File: config.mk
export PLATFORM = sky130hd
export DESIGN_NAME = wr_resp_collect_flat
export DESIGN_NICKNAME = d
export VERILOG_FILES = /design/src/rtl/wr_resp_collect_pkg.sv /design/src/rtl/wr_resp_collect_if.sv /design/src/rtl/wr_outst_cnt.sv /design/src/rtl/wr_resp_collect.sv /design/src/flat_wrapper.sv
export SDC_FILE = /design/constraint.sdc
export NUM_CORES = 1
export LEC_CHECK = 0
export BUFFER_PORTS_ARGS = -buffer_cell sky130_fd_sc_hd__buf_2
export CORE_MARGIN = 3
export CORE_UTILIZATION = 35
export CTS_CLUSTER_DIAMETER = 120
export DETAILED_ROUTE_END_ITERATION = 6
export GPL_TIMING_DRIVEN = 0
export SYNTH_ARGS = -nofsm -noshare
export SYNTH_HDL_FRONTEND = slang
export SYNTH_SLANG_ARGS = --single-unit
export TNS_END_PERCENT = 30
File: constraint.sdc
create_clock -name clk -period 9.3 [get_ports clk]
set_clock_uncertainty 0.2 [all_clocks]
set_input_delay 2.325 -clock clk [delete_from_list [all_inputs] [get_ports clk]]
set_output_delay 2.325 -clock clk [all_outputs]
set_load 0.01 [all_outputs]
File: src/rtl/wr_resp_collect_pkg.sv
// Shared AXI header for the cache memory port: ID width, B-channel response codes
// and the ID type used by the B-channel collector.
package wr_resp_collect_pkg;

    localparam int ADD_ID_WIDTH = 4;
    localparam int NUM_IDS      = 1 << ADD_ID_WIDTH;

    typedef logic [ADD_ID_WIDTH-1:0] axi_id_t;

    typedef enum logic [1:0] {
        RESP_OKAY   = 2'd0,
        RESP_EXOKAY = 2'd1,
        RESP_SLVERR = 2'd2,
        RESP_DECERR = 2'd3
    } bresp_e;

    function automatic logic is_err_resp(input logic [1:0] resp);
        return (resp == RESP_SLVERR) || (resp == RESP_DECERR);
    endfunction

endpackage

File: src/rtl/wr_resp_collect_if.sv
// Signal bundle between the cache write path and the B-channel collector:
// AW issue notification, AXI B channel and the completion output register.
interface wr_resp_collect_if;
    import wr_resp_collect_pkg::*;

    logic       aw_issue_valid;
    axi_id_t    aw_issue_id;
    logic       issue_ready;
    axi_id_t    bid;
    logic [1:0] bresp;
    logic       bvalid;
    logic       bready;
    logic       cmpl_valid;
    axi_id_t    cmpl_id;
    logic [1:0] cmpl_resp;
    logic       cmpl_ready;

    // master: the cache / memory side driving issues, B beats and completion ready
    modport master (
        output aw_issue_valid, aw_issue_id, bid, bresp, bvalid, cmpl_ready,
        input  issue_ready, bready, cmpl_valid, cmpl_id, cmpl_resp
    );

    // slave: the collector itself
    modport slave (
        input  aw_issue_valid, aw_issue_id, bid, bresp, bvalid, cmpl_ready,
        output issue_ready, bready, cmpl_valid, cmpl_id, cmpl_resp
    );

endinterface

File: src/rtl/wr_outst_cnt.sv
// Per-ID outstanding write counters plus a running total. inc must only be
// asserted while full is 0, which keeps every counter within MAX_OUTST.
module wr_outst_cnt
    import wr_resp_collect_pkg::*;
#(
    parameter int MAX_OUTST = 8,
    parameter int CNT_W     = $clog2(MAX_OUTST + 1)
) (
    input  logic               clk,
    input  logic               reset,
    input  logic               inc,
    input  axi_id_t            inc_id,
    input  logic               dec,
    input  axi_id_t            dec_id,
    output logic [NUM_IDS-1:0] cnt_zero,
    output logic               full,
    output logic               empty
);

    logic [CNT_W-1:0] cnt [NUM_IDS];
    logic [CNT_W-1:0] total;

    // An inc and a dec landing on the same ID cancel out for that ID.
    always_ff @(posedge clk or posedge reset) begin
        if (reset) begin
            for (int i = 0; i < NUM_IDS; i++) begin
                cnt[i] <= '0;
            end
            total <= '0;
        end else begin
            for (int i = 0; i < NUM_IDS; i++) begin
                if (inc && (inc_id == axi_id_t'(i)) && !(dec && (dec_id == axi_id_t'(i)))) begin
                    cnt[i] <= cnt[i] + 1'b1;
                end else if (dec && (dec_id == axi_id_t'(i)) && !(inc && (inc_id == axi_id_t'(i)))) begin
                    cnt[i] <= cnt[i] - 1'b1;
                end
            end
            if (inc && !dec) begin
                total <= total + 1'b1;
            end else if (dec && !inc) begin
                total <= total - 1'b1;
            end
        end
    end

    always_comb begin
        cnt_zero = '0;
        for (int i = 0; i < NUM_IDS; i++) begin
            cnt_zero[i] = (cnt[i] == '0);
        end
    end

    assign full  = (total == CNT_W'(MAX_OUTST));
    assign empty = (total == '0);

endmodule

File: src/rtl/wr_resp_collect.sv
// AXI B-channel receiver for the cache memory port: tracks outstanding writes per ID,
// forwards each response through a 1-entry completion register and flags bad responses.
module wr_resp_collect
    import wr_resp_collect_pkg::*;
#(
    parameter int MAX_OUTST = 8
) (
    input  logic              clk,
    input  logic              reset,
    wr_resp_collect_if.slave  bus,
    output logic              all_done,
    output logic              err_flag,
    output axi_id_t           err_id,
    input  logic              err_clr
);

    logic               rst_done;
    logic               issue_ready;
    logic               bready;
    logic               issue_ok;
    logic               hs;
    logic               same_id_issue;
    logic               unexpected;
    logic               dec;
    logic               new_err;
    logic               full;
    logic               empty;
    logic [NUM_IDS-1:0] cnt_zero;
    logic               cmpl_valid_q;
    axi_id_t            cmpl_id_q;
    logic [1:0]         cmpl_resp_q;

    always_ff @(posedge clk or posedge reset) begin
        if (reset) begin
            rst_done <= 1'b0;
        end else begin
            rst_done <= 1'b1;
        end
    end

    // Valid/ready: a beat transfers on any clock where valid & ready are both 1; valid
    // never waits on ready, and bready passes cmpl_ready through so the register
    // can be refilled in the same clock it is drained.
    assign issue_ready   = rst_done & ~full;
    assign bready        = rst_done & (~cmpl_valid_q | bus.cmpl_ready);
    assign hs            = bus.bvalid & bready;
    assign issue_ok      = bus.aw_issue_valid & issue_ready;
    assign same_id_issue = issue_ok & (bus.aw_issue_id == bus.bid);
    assign unexpected    = hs & cnt_zero[bus.bid] & ~same_id_issue;
    assign dec           = hs & ~unexpected;
    assign new_err       = unexpected | (hs & is_err_resp(bus.bresp));

    wr_outst_cnt #(
        .MAX_OUTST (MAX_OUTST)
    ) u_cnt (
        .clk      (clk),
        .reset    (reset),
        .inc      (issue_ok),
        .inc_id   (bus.aw_issue_id),
        .dec      (dec),
        .dec_id   (bus.bid),
        .cnt_zero (cnt_zero),
        .full     (full),
        .empty    (empty)
    );

    always_ff @(posedge clk or posedge reset) begin
        if (reset) begin
            cmpl_valid_q <= 1'b0;
            cmpl_id_q    <= '0;
            cmpl_resp_q  <= '0;
        end else if (hs) begin
            cmpl_valid_q <= 1'b1;
            cmpl_id_q    <= bus.bid;
            cmpl_resp_q  <= bus.bresp;
        end else if (bus.cmpl_ready) begin
            cmpl_valid_q <= 1'b0;
        end
    end

    // First error wins; a clear in the same clock as a new error re-arms on the new ID.
    always_ff @(posedge clk or posedge reset) begin
        if (reset) begin
            err_flag <= 1'b0;
            err_id   <= '0;
        end else if (new_err) begin
            err_flag <= 1'b1;
            if (!err_flag || err_clr) begin
                err_id <= bus.bid;
            end
        end else if (err_clr) begin
            err_flag <= 1'b0;
            err_id   <= '0;
        end
    end

    assign bus.issue_ready = issue_ready;
    assign bus.bready      = bready;
    assign bus.cmpl_valid  = cmpl_valid_q;
    assign bus.cmpl_id     = cmpl_id_q;
    assign bus.cmpl_resp   = cmpl_resp_q;
    assign all_done        = empty;

endmodule

File: src/flat_wrapper.sv
// flat-port wrapper written by rule: the top's interface ports become plain ports
module wr_resp_collect_flat import wr_resp_collect_pkg::*;
#(
    parameter int MAX_OUTST = 8
)
  (clk, reset, all_done, err_flag, err_id, err_clr, bus_aw_issue_valid, bus_aw_issue_id, bus_bid, bus_bresp, bus_bvalid, bus_cmpl_ready, bus_issue_ready, bus_bready, bus_cmpl_valid, bus_cmpl_id, bus_cmpl_resp);
  wr_resp_collect_if bus_i ();
  input  logic clk;
  input  logic reset;
  output logic all_done;
  output logic err_flag;
  output axi_id_t err_id;
  input  logic err_clr;
  input wire logic [$bits(bus_i.aw_issue_valid)-1:0] bus_aw_issue_valid;
  input wire logic [$bits(bus_i.aw_issue_id)-1:0] bus_aw_issue_id;
  input wire logic [$bits(bus_i.bid)-1:0] bus_bid;
  input wire logic [$bits(bus_i.bresp)-1:0] bus_bresp;
  input wire logic [$bits(bus_i.bvalid)-1:0] bus_bvalid;
  input wire logic [$bits(bus_i.cmpl_ready)-1:0] bus_cmpl_ready;
  output wire logic [$bits(bus_i.issue_ready)-1:0] bus_issue_ready;
  output wire logic [$bits(bus_i.bready)-1:0] bus_bready;
  output wire logic [$bits(bus_i.cmpl_valid)-1:0] bus_cmpl_valid;
  output wire logic [$bits(bus_i.cmpl_id)-1:0] bus_cmpl_id;
  output wire logic [$bits(bus_i.cmpl_resp)-1:0] bus_cmpl_resp;
  assign bus_i.aw_issue_valid = bus_aw_issue_valid;
  assign bus_i.aw_issue_id = bus_aw_issue_id;
  assign bus_i.bid = bus_bid;
  assign bus_i.bresp = bus_bresp;
  assign bus_i.bvalid = bus_bvalid;
  assign bus_i.cmpl_ready = bus_cmpl_ready;
  assign bus_issue_ready = bus_i.issue_ready;
  assign bus_bready = bus_i.bready;
  assign bus_cmpl_valid = bus_i.cmpl_valid;
  assign bus_cmpl_id = bus_i.cmpl_id;
  assign bus_cmpl_resp = bus_i.cmpl_resp;
  wr_resp_collect #(.MAX_OUTST(MAX_OUTST)) u_core (.clk(clk), .reset(reset), .bus(bus_i), .all_done(all_done), .err_flag(err_flag), .err_id(err_id), .err_clr(err_clr));
endmodule
After elaboration in Yosys (flattened, before gate mapping)
Index checks and enable logic that the tools add are counted.
{"block": "word_totals", "ff_bits": 81, "out_inout_bits": 15}
{"block": "op_classes", "addsub": 34, "order_cmp": 1, "eq_ne": 35, "mux": 43, "n_bitwise": 15, "n_reduce_logical": 142}
{"op": "$mux 4", "count": 37}
{"op": "$logic_not 4->1", "count": 19}
{"op": "$add 4x1->4 const B", "count": 17}
{"op": "$eq 4x4->1 const B", "count": 17}
{"op": "$sub 4x1->4 const B", "count": 17}
{"op": "$logic_and 1x1->1", "count": 66}
{"op": "$reduce_bool 2->1", "count": 19}
{"op": "$logic_not 1->1", "count": 35}
{"op": "$eq 4x3->1 const B", "count": 8}
{"op": "$eq 4x2->1 const B", "count": 4}
{"op": "$and 1x1->1", "count": 9}
{"op": "$eq 4x1->1 const B", "count": 2}
{"op": "$lt 4x5->1 const B", "count": 1}
{"op": "$mux 1", "count": 5}
{"op": "$bmux 1 s4", "count": 1}
{"op": "$eq 2x2->1 const B", "count": 2}
{"op": "$eq 4x4->1", "count": 1}
{"op": "$not 1->1", "count": 4}
{"op": "$logic_or 1x1->1", "count": 2}
{"op": "$ne 2x2->1 const B", "count": 1}
{"op": "$or 1x1->1", "count": 2}
{"op": "$reduce_and 2->1", "count": 1}

Depth between registers and ports, before layout
Gate-level depths: netlist of run 1.
{"block": "logic_depth", "depth_word": 13, "depth_mapped": 16, "depth_no_buf": 14}

Modules after synthesis
Synthesis of run 1 repeated with hierarchy kept, for this count alone.
{"block": "unflattened", "hier_cells": 603, "area_unflattened_um2": 6279.8}
{"module": "wr_outst_cnt", "n_inst": 1, "cells_each": 526, "area_each_um2": 5501.5, "seq_area_each_um2": 1701.6}
{"module": "wr_resp_collect", "n_inst": 1, "cells_each": 77, "area_each_um2": 778.2, "seq_area_each_um2": 325.3}

Worst setup path after synthesis of run 1
No wires, ideal clock.
{"block": "synth_path", "kind": "input -> register", "start": "in bus_bid[1]", "end": "reg u_core.u_cnt.cnt[27] (netlist name)", "setup_ns": 0.125, "arrival_ns": 4.869, "t_required_ns": 8.975, "path_slack_ns": 4.106, "stages": 16, "path_buffers": 2, "path_cell_list": "buf_6 -> inv_1 -> nor3_1 -> nor4b_2 -> nor3_4 -> a21oi_4 -> buf_6 -> nand3_1 -> ha_1 -> inv_1 -> ha_1 -> a21o_1 -> a21oi_1 -> xnor2_1 -> nor2_1 -> xor2_1"}
{"block": "synth_via", "elab_chain_len": 10, "elab_cells_between_ends": 16}
{"element": "from (decl)", "line": "flat_wrapper.sv:16", "source": "input wire logic [$bits(bus_i.bid)-1:0] bus_bid;"}
{"element": "$bmux 1 s4 / $eq 4x4->1 (equally long branches)", "line": "wr_resp_collect.sv:49, wr_resp_collect.sv:48"}
{"element": "$mux 1 (implied by the code) / $and 1x1->1 (equally long branches)", "line": "wr_resp_collect.sv:49, wr_resp_collect.sv:48"}
{"element": "$and 1x1->1 / $not 1->1 (equally long branches)", "line": "wr_resp_collect.sv:49", "source": "assign unexpected = hs & cnt_zero[bus.bid] & ~same_id_issue;"}
{"element": "$and 1x1->1", "line": "wr_resp_collect.sv:49"}
{"element": "$not 1->1", "line": "wr_resp_collect.sv:50", "source": "assign dec = hs & ~unexpected;"}
{"element": "$and 1x1->1", "line": "wr_resp_collect.sv:50"}
{"element": "$logic_and 1x1->1 (*)", "line": "wr_outst_cnt.sv:32, wr_outst_cnt.sv:34"}
{"element": "$logic_not 1->1", "line": "wr_outst_cnt.sv:32", "source": "if (inc && (inc_id == axi_id_t'(i)) && !(dec && (dec_id == axi_id_t'(i)))) begin"}
{"element": "$logic_and 1x1->1", "line": "wr_outst_cnt.sv:32"}
{"element": "$mux 4 / $reduce_bool 2->1 (equally long branches)"}
{"element": "to (signal, indexed assignment)", "line": "wr_outst_cnt.sv:33", "source": "cnt[i] <= cnt[i] + 1'b1;"}
{"element": "to (signal, indexed assignment)", "line": "wr_outst_cnt.sv:35", "source": "cnt[i] <= cnt[i] - 1'b1;"}
{"element": "to (decl)", "line": "wr_outst_cnt.sv:20", "source": "logic [CNT_W-1:0] cnt [NUM_IDS];"}
Every way passes the cells marked *; elsewhere a longest branch is shown, timed or not. The select of a mux whose other input is x is not followed.
A chain may end at the register's enable or synchronous reset.

Worst setup path in the final report of run 1
Same ends and word-level chain as after synthesis.

==> results of run 1 <==
## area by class of cell
class | count | share of cell area
tap | 184 | 0.0388
sequential | 81 | 0.341
timing repair buffer | 27 | 0.0265
clock inverter | 3 | 0.00674
clock buffer | 13 | 0.0421
inverter | 26 | 0.0169
buffer | 9 | 0.00990
multi-input combinational | 369 | 0.518
## layer usage
metal  vias up  share of wire  track usage
met1      1804           0.46        0.182
met4         0          0.015       0.0513
li1       1771              -            -
met3        12          0.043       0.0374
met5         -              0            0
met2        61           0.48        0.221
## critical path, stage by stage
cell	delay, ns
buf_2	0.12
buf_6	0.14
inv_1	0.25
nor3_1	0.13
nor4b_2	0.49
nor3_4	0.09
a21oi_4	0.30
buf_6	0.19
nand3_1	0.11
ha_1	0.26
inv_1	0.14
ha_1	0.25
a21o_1	0.18
a21oi_1	0.17
xnor2_1	0.13
nor2_1	0.06
xor2_1	0.14
## power by group
part	internal, mW	leakage [nW]	total, mW	switching, mW
clock	0.215	0.144	0.353	0.139
combinational	0.369	1.40	0.660	0.291
sequential	0.505	1.00	0.671	0.166
## stage by stage
step	cell area (um2)	hold WS, ns	util
floorplan	5260	0.233	-
global placement	5620	0.251	0.385
detailed placement	5650	0.253	0.387
CTS	5940	0.262	0.407
global route	5940	0.275	0.407
finish	5940	0.264	0.407
## kinds of logic (layout without fill, tap and decap cells)
family	Yosys count	count (layout)	synth area share
AND/OR/NAND/NOR	132	132	0.131
adder cells (fa/ha/maj)	68	68	0.186
buffers and inverters	35	78	0.0297
XOR/XNOR	72	72	0.120
multiplexers	18	18	0.0407
other	1	1	0.000713
AO/OA/AOI/OAI	78	78	0.107
flip-flops	81	81	0.385
## registers in the layout, summed over array words and instances (netlist names)
signal                 cells
u_core.u_cnt.cnt          64
u_core.rst_done            1
u_core.bus.cmpl_valid      1
u_core.u_cnt.total         4
u_core.bus.cmpl_resp       2
u_core.bus.cmpl_id         4
u_core.err_id              4
u_core.err_flag            1
## cell usage in the layout, fill, tap and decap left out, drive strengths merged, types with 12 or more instances in the layout
cell	Yosys	routed
dfrtp	81	81
xnor2	56	56
ha	51	51
nor2	36	36
nand2	35	35
buf	6	33
inv	26	26
o21ai	22	22
a21oi	20	20
nand3	18	18
mux2	17	17
fa	17	17
a21o	17	17
xor2	16	16
clkbuf	3	16
nor4	12	12
## worst max path at each step
stage,cells after the start,slack [ns],end,startpoint
final,17,3.83,u_core.u_cnt.cnt[27]$_DFFE_PP0P_,bus_bid[1]
after detailed placement,17,3.47,u_core.u_cnt.cnt[27]$_DFFE_PP0P_,bus_bid[1]
after global routing,17,3.60,u_core.u_cnt.cnt[63]$_DFFE_PP0P_,bus_bid[1]
after global placement,17,3.54,u_core.u_cnt.cnt[27]$_DFFE_PP0P_,bus_bid[1]
after floorplan,16,4.11,u_core.u_cnt.cnt[27]$_DFFE_PP0P_,bus_bid[1]
after CTS,17,3.83,u_core.u_cnt.cnt[27]$_DFFE_PP0P_,bus_bid[1]
==> results.toml, run 1 <==
[yosys]
async_flop_share = 1.00
yosysWarnings = 0
synth.area.top_cells = "dfrtp_1 39%, ha_1 12%, xnor2_1 9.3%"
syn_area_per_cell_um2 = 10.8
netlist_area_um2 = 5260
yosysMostFrequentCell = "dfrtp_1"
yosysTopAreaCell = "dfrtp_1"
ys_ff_latch = 81
yosys-top-cells-count = "81 x dfrtp_1, 56 x xnor2_1, 51 x ha_1, 35 x nor2_1, 34 x nand2_1"
synthesis.nets = 569
synth-edff-count = 0
yosysSeqAreaShare = 0.385
synth-main-ff-cell = "dfrtp_1"
syn_inst = 485
yosysUniqueCellTypes = 56
synth_top_cell_area_share = 0.385

[clock_network]
h-tree-depth = 3
cts_tree = "done"
numCtsBuffers = 9
path_clk_slew_ns = 0.06
clockBufferDepth = 2
ctsRootBufferMaster = "clkbuf_16"
cts_resized = 0
clk_latency_ns = 0.35
cts_setup_buffers = 0
hold_buffers = 0
cts_sinks = 81

[worst_setup_path]
critical_path_class = "in2reg"
crit_fanout = 10
reg2reg_from = "u_core.u_cnt.total[0]$_DFFE_PP0P_"
worstPathArrival_ns = 5.49
required_ns = 9.33
startpoint_type = "input pin"
reg2reg_depth = 15
cp-end-kind = "register"
timing.rr.end = "u_core.u_cnt.cnt[27]$_DFFE_PP0P_"
r2r_slack_ns = 5.68

[routing]
firstDrtPassIters = 4
drt-initial-drc-count = 173
post-route-drc-count = 0
wl_per_cell_um = 14.7
num_vias = 3648
drt-total-wl_mm = 10.5
antenna_left = 0
viasPerCell = 5.12

[placement]
place_hpwl_mm = 8.01
gp_congestion = 0.824
preCtsSetupSlack_ns = 3.47
port_buffers = 26
place_inst = 696

[sta]
timing.final.crit_share = 0.588
fin_ws_ns = 3.83
fmax_mhz = 183
post-route-min-period_ns = 5.47
worst_pin_slew_ns = 0.538
drv_slew = 0
final.setup.tns_ns = 0
hold_viol_final = 0
rsz0062_at_grt = "false"
relSlewSlack = 0.641
setup_violations = 0

[grt]
grt-ovfl-total = 0
grt_max_degree = 69
first_global_vias = 3780
antenna_found_initial = 0
grt_usage = 0.139
grt_pass1_wl_mm = 18.5

[job]
drv_cap = 0

[final_layout]
regArea_um2 = 2030
antennaDiodeCount = 0
drive_gt1_frac = 0.161
area_growth_pct = 12.9
nets = 607
multi_input_area_um2 = 3080
stdcell_count = 712
nFillCells = 1356

[die]
design.die.area_um2 = 16500
die_height_um = 129
die_x_um = 129
core_area_um2 = 14600
initial_core_util = 0.360
io-pin-count = 31
rows = 44

[worst_hold_path]
min_path_cells = 1
holdPathEnd = "u_core.u_cnt.cnt[59]$_DFFE_PP0P_"
min-delay-start = "u_core.u_cnt.cnt[59]$_DFFE_PP0P_"
hold_path.class = "reg2reg"

[power]
power_leakage_nw = 2.55
power_density_nw_per_um2 = 284
power_mw = 1.68
ir_worst_vdd_uv = 171

[status]
outcome = "completed"
No activity file was read; power rests on OpenSTA's default activity.
==> run 2: changes to the inputs <==
--- a/config.mk
+++ b/config.mk
@@ -5,6 +5,7 @@
 export SDC_FILE = /design/constraint.sdc
 export NUM_CORES = 1
 export LEC_CHECK = 0
+export ABC_AREA = 1
 export BUFFER_PORTS_ARGS = -buffer_cell sky130_fd_sc_hd__buf_2
 export CORE_MARGIN = 3
 export CORE_UTILIZATION = 35
==> constraint.sdc (replaced) <==
create_clock -name clk -period 5.6 [get_ports clk]
set_clock_uncertainty 0.2 [all_clocks]
set_input_delay 1.4 -clock clk [delete_from_list [all_inputs] [get_ports clk]]
set_output_delay 1.4 -clock clk [all_outputs]
set_load 0.01 [all_outputs]
==> run 2 against run 1 <==
  * Die area increased by 0.94%
  * Combinational power up 65%
  * First-iteration DRC count increased by 36%
  * Synthesized area increased by 0.98%
  * Hold slack improved by 0.00053 ns
  * Clock power is 79% higher
  * Via count is 9.6% higher
  * Global-route usage is 0.14 points higher
  * Sequential power increased by 67%
  * Design area is 1.4% higher
  * Core utilization is 0.27 points higher
  * Critical path type unchanged
  * Largest power group unchanged
==> results.toml, run 2 <==
[worst_hold_path]
holdPathEnd = "u_core.u_cnt.cnt[43]$_DFFE_PP0P_"
min-delay-start = "u_core.u_cnt.cnt[43]$_DFFE_PP0P_"
min_path_cells = 1
hold_path.class = "reg2reg"

[yosys]
yosysTopAreaCell = "dfrtp_1"
yosysSeqAreaShare = 0.382
ys_ff_latch = 81
netlist_area_um2 = 5310
yosysUniqueCellTypes = 27
synth-main-ff-cell = "dfrtp_1"
async_flop_share = 1.00
yosysWarnings = 0
synthesis.nets = 708
yosysMostFrequentCell = "nand2_1"
synth.area.top_cells = "dfrtp_1 38%, nand2_1 13%, ha_1 12%"
syn_area_per_cell_um2 = 8.51
synth_top_cell_area_share = 0.382
syn_inst = 624
synth-edff-count = 0
yosys-top-cells-count = "183 x nand2_1, 99 x nor2_1, 81 x dfrtp_1, 51 x ha_1, 48 x inv_1"

[die]
die_height_um = 129
io-pin-count = 31
design.die.area_um2 = 16700
core_area_um2 = 14700
initial_core_util = 0.361
rows = 44
die_x_um = 129

[routing]
firstDrtPassIters = 5
wl_per_cell_um = 12.7
drt-total-wl_mm = 10.8
viasPerCell = 4.69
num_vias = 3997
post-route-drc-count = 0
drt-initial-drc-count = 236
antenna_left = 0

[worst_setup_path]
critical_path_class = "in2reg"
critPathBufInv = 4
slowest_delay_ns = 0.41
slowest_stage = "nor2_1"
reg2reg_from = "u_core.u_cnt.cnt[28]$_DFFE_PP0P_"
startpoint_type = "input pin"
crit_chain = "buf_2, inv_1, nor2_1, inv_1, nor2_1, nor2_1, nand3_2, nand2_4, nor3_4, nand2_1, ha_1, inv_1, ha_1, a21o_1, a21oi_1, nor2_1, nor2_1, nand2_1, xnor2_1"
crit_top_cell = "nor2_1"
timing.rr.end = "u_core.u_cnt.cnt[19]$_DFFE_PP0P_"
required_ns = 5.63
crit_family = "simple AND/OR/NAND/NOR gates"
crit_fanout = 6
cp-end-kind = "register"
r2r_slack_ns = 2.48
reg2reg_depth = 20
worstPathArrival_ns = 4.12

[power]
power_switching_mw = 1.06
pwr-share-comb = 0.383
power_leakage_nw = 2.99
switching_share = 0.373
power_density_nw_per_um2 = 472
pwr-share-clk = 0.222
p_seq_frac = 0.395
ir_worst_vdd_uv = 168
p_int_mw = 1.78

[sta]
post-route-min-period_ns = 4.09
final.setup.tns_ns = 0
drv_slew = 0
fmax_mhz = 245
hold_viol_final = 0
setup_violations = 0
rsz0062_at_grt = "false"
relSlewSlack = 0.650
holdWs_ns = 0.265
fin_ws_ns = 1.51
worst_pin_slew_ns = 0.524
timing.final.crit_share = 0.730

[clock_network]
clk_latency_ns = 0.35
ctsRootBufferMaster = "clkbuf_16"
cts_resized = 0
cts_tree = "done"
path_clk_slew_ns = 0.06
clockBufferDepth = 2
cts_sinks = 81
h-tree-depth = 3
hold_buffers = 0
cts_setup_buffers = 0
numCtsBuffers = 9

[grt]
grtUsageMet1 = 0.191
grt-ovfl-total = 0
grt_max_degree = 45
use_met3 = 0.0392
met2_usage = 0.227
first_global_vias = 4043
antenna_found_initial = 0
top_usage_layer = "met2"
grt_usage = 0.140
grt_pass1_wl_mm = 18.8

[placement]
port_buffers = 28
place_hpwl_mm = 8.50
gp_congestion = 0.836
preCtsSetupSlack_ns = 1.16

[final_layout]
largest_reg_flops = 64
drive_gt1_frac = 0.0957
antennaDiodeCount = 0
nets = 748
post-route-util = 0.410
nFillCells = 1425
regMostFlops = "u_core.u_cnt.cnt"
area_growth_pct = 13.4
final_cell_mix = "183 x nand2_1, 99 x nor2_1, 81 x dfrtp_1"
mostFrequentLayoutCell = "nand2_1"

[status]
outcome = "completed"

[job]
drv_cap = 0
## run 2: changes by cell type in the layout (fill, tap and decap cells not counted), moves of 11 or more
cell / change
nand2_1: +149
nor2_1: +64
inv_1: +25
xnor2_1: -19
mux2_2: -14
nor4_1: -11
## run 2: worst max path at each step
stage / startpoint / to / slack (ns) / cells after the start
4_1_cts: bus_bid[3] / u_core.u_cnt.cnt[27]$_DFFE_PP0P_ / 1.51 / 19
3_5_place_dp: bus_bid[3] / u_core.u_cnt.cnt[27]$_DFFE_PP0P_ / 1.16 / 19
3_3_place_gp: reset / u_core.u_cnt.cnt[52]$_DFFE_PP0P_ / 0.78 / 2
2_1_floorplan: bus_bid[1] / u_core.u_cnt.cnt[27]$_DFFE_PP0P_ / 1.72 / 21
5_1_grt: bus_bid[2] / u_core.u_cnt.cnt[39]$_DFFE_PP0P_ / 1.17 / 18
6_report: bus_bid[3] / u_core.u_cnt.cnt[27]$_DFFE_PP0P_ / 1.51 / 19
## run 2: cell families (layout without fill, tap and decap cells)
kind of cell             after synthesis  in the layout  synth area share
buffers and inverters                 54             99            0.0419
other                                  1              1          0.000706
adder cells (fa/ha/maj)               68             68             0.184
flip-flops                            81             81             0.382
AND/OR/NAND/NOR                      306            306             0.234
XOR/XNOR                              53             53            0.0874
AO/OA/AOI/OAI                         58             58            0.0636
multiplexers                           3              3           0.00636
## run 2: per-stage QoR
stage | cells | power [mW] | instance area (um2)
after floorplan | 624 | 1.95 | 5310
after global placement | 836 | 2.16 | 5680
after detailed placement | 837 | 2.23 | 5710
after CTS | 853 | 2.88 | 6020
after global routing | 853 | 3.12 | 6020
final | 853 | 2.84 | 6020
## run 2: final cells by class
class | count | area (um2) | area share
clock buffer | 11 | 233 | 0.0386
multi-input combinational | 489 | 3060 | 0.508
timing repair buffer | 29 | 168 | 0.0278
clock inverter | 5 | 80.1 | 0.0133
tap | 184 | 230 | 0.0382
sequential | 81 | 2030 | 0.337
inverter | 51 | 199 | 0.0330
buffer | 3 | 26.3 | 0.00436
## run 2: layer usage
layer / wire, um / part of all wire / vias up
met5: 0 / 0 / -
li1: - / - / 2047
met2: 5070 / 0.47 / 43
met4: 69 / 0.0064 / 0
met1: 5290 / 0.49 / 1901
met3: 413 / 0.038 / 6
## run 2: worst reg2reg max path, stage by stage (launching register included)
cell	delay, ns
dfrtp_1	0.44
nor2_1	0.13
nand2_1	0.09
nand2_1	0.07
nand2_1	0.06
nor2_1	0.10
nor2_1	0.04
nor2_1	0.12
nand3_2	0.14
nand2_4	0.18
nor2_2	0.08
nand2_1	0.07
ha_1	0.21
inv_1	0.11
ha_1	0.28
a21o_1	0.17
a21oi_1	0.18
nor2_1	0.07
nor2_1	0.08
nand2_1	0.07
xnor2_1	0.13
## run 2: power by group through the flow
stage | Clock (mW) | Sequential (mW) | Combinational [mW]
final | 0.632 | 1.12 | 1.09
after global placement | 0 | 1.12 | 1.04
after detailed placement | 0 | 1.13 | 1.10
after floorplan | 0 | 1.08 | 0.870
after CTS | 0.646 | 1.12 | 1.11
after global routing | 0.667 | 1.17 | 1.28
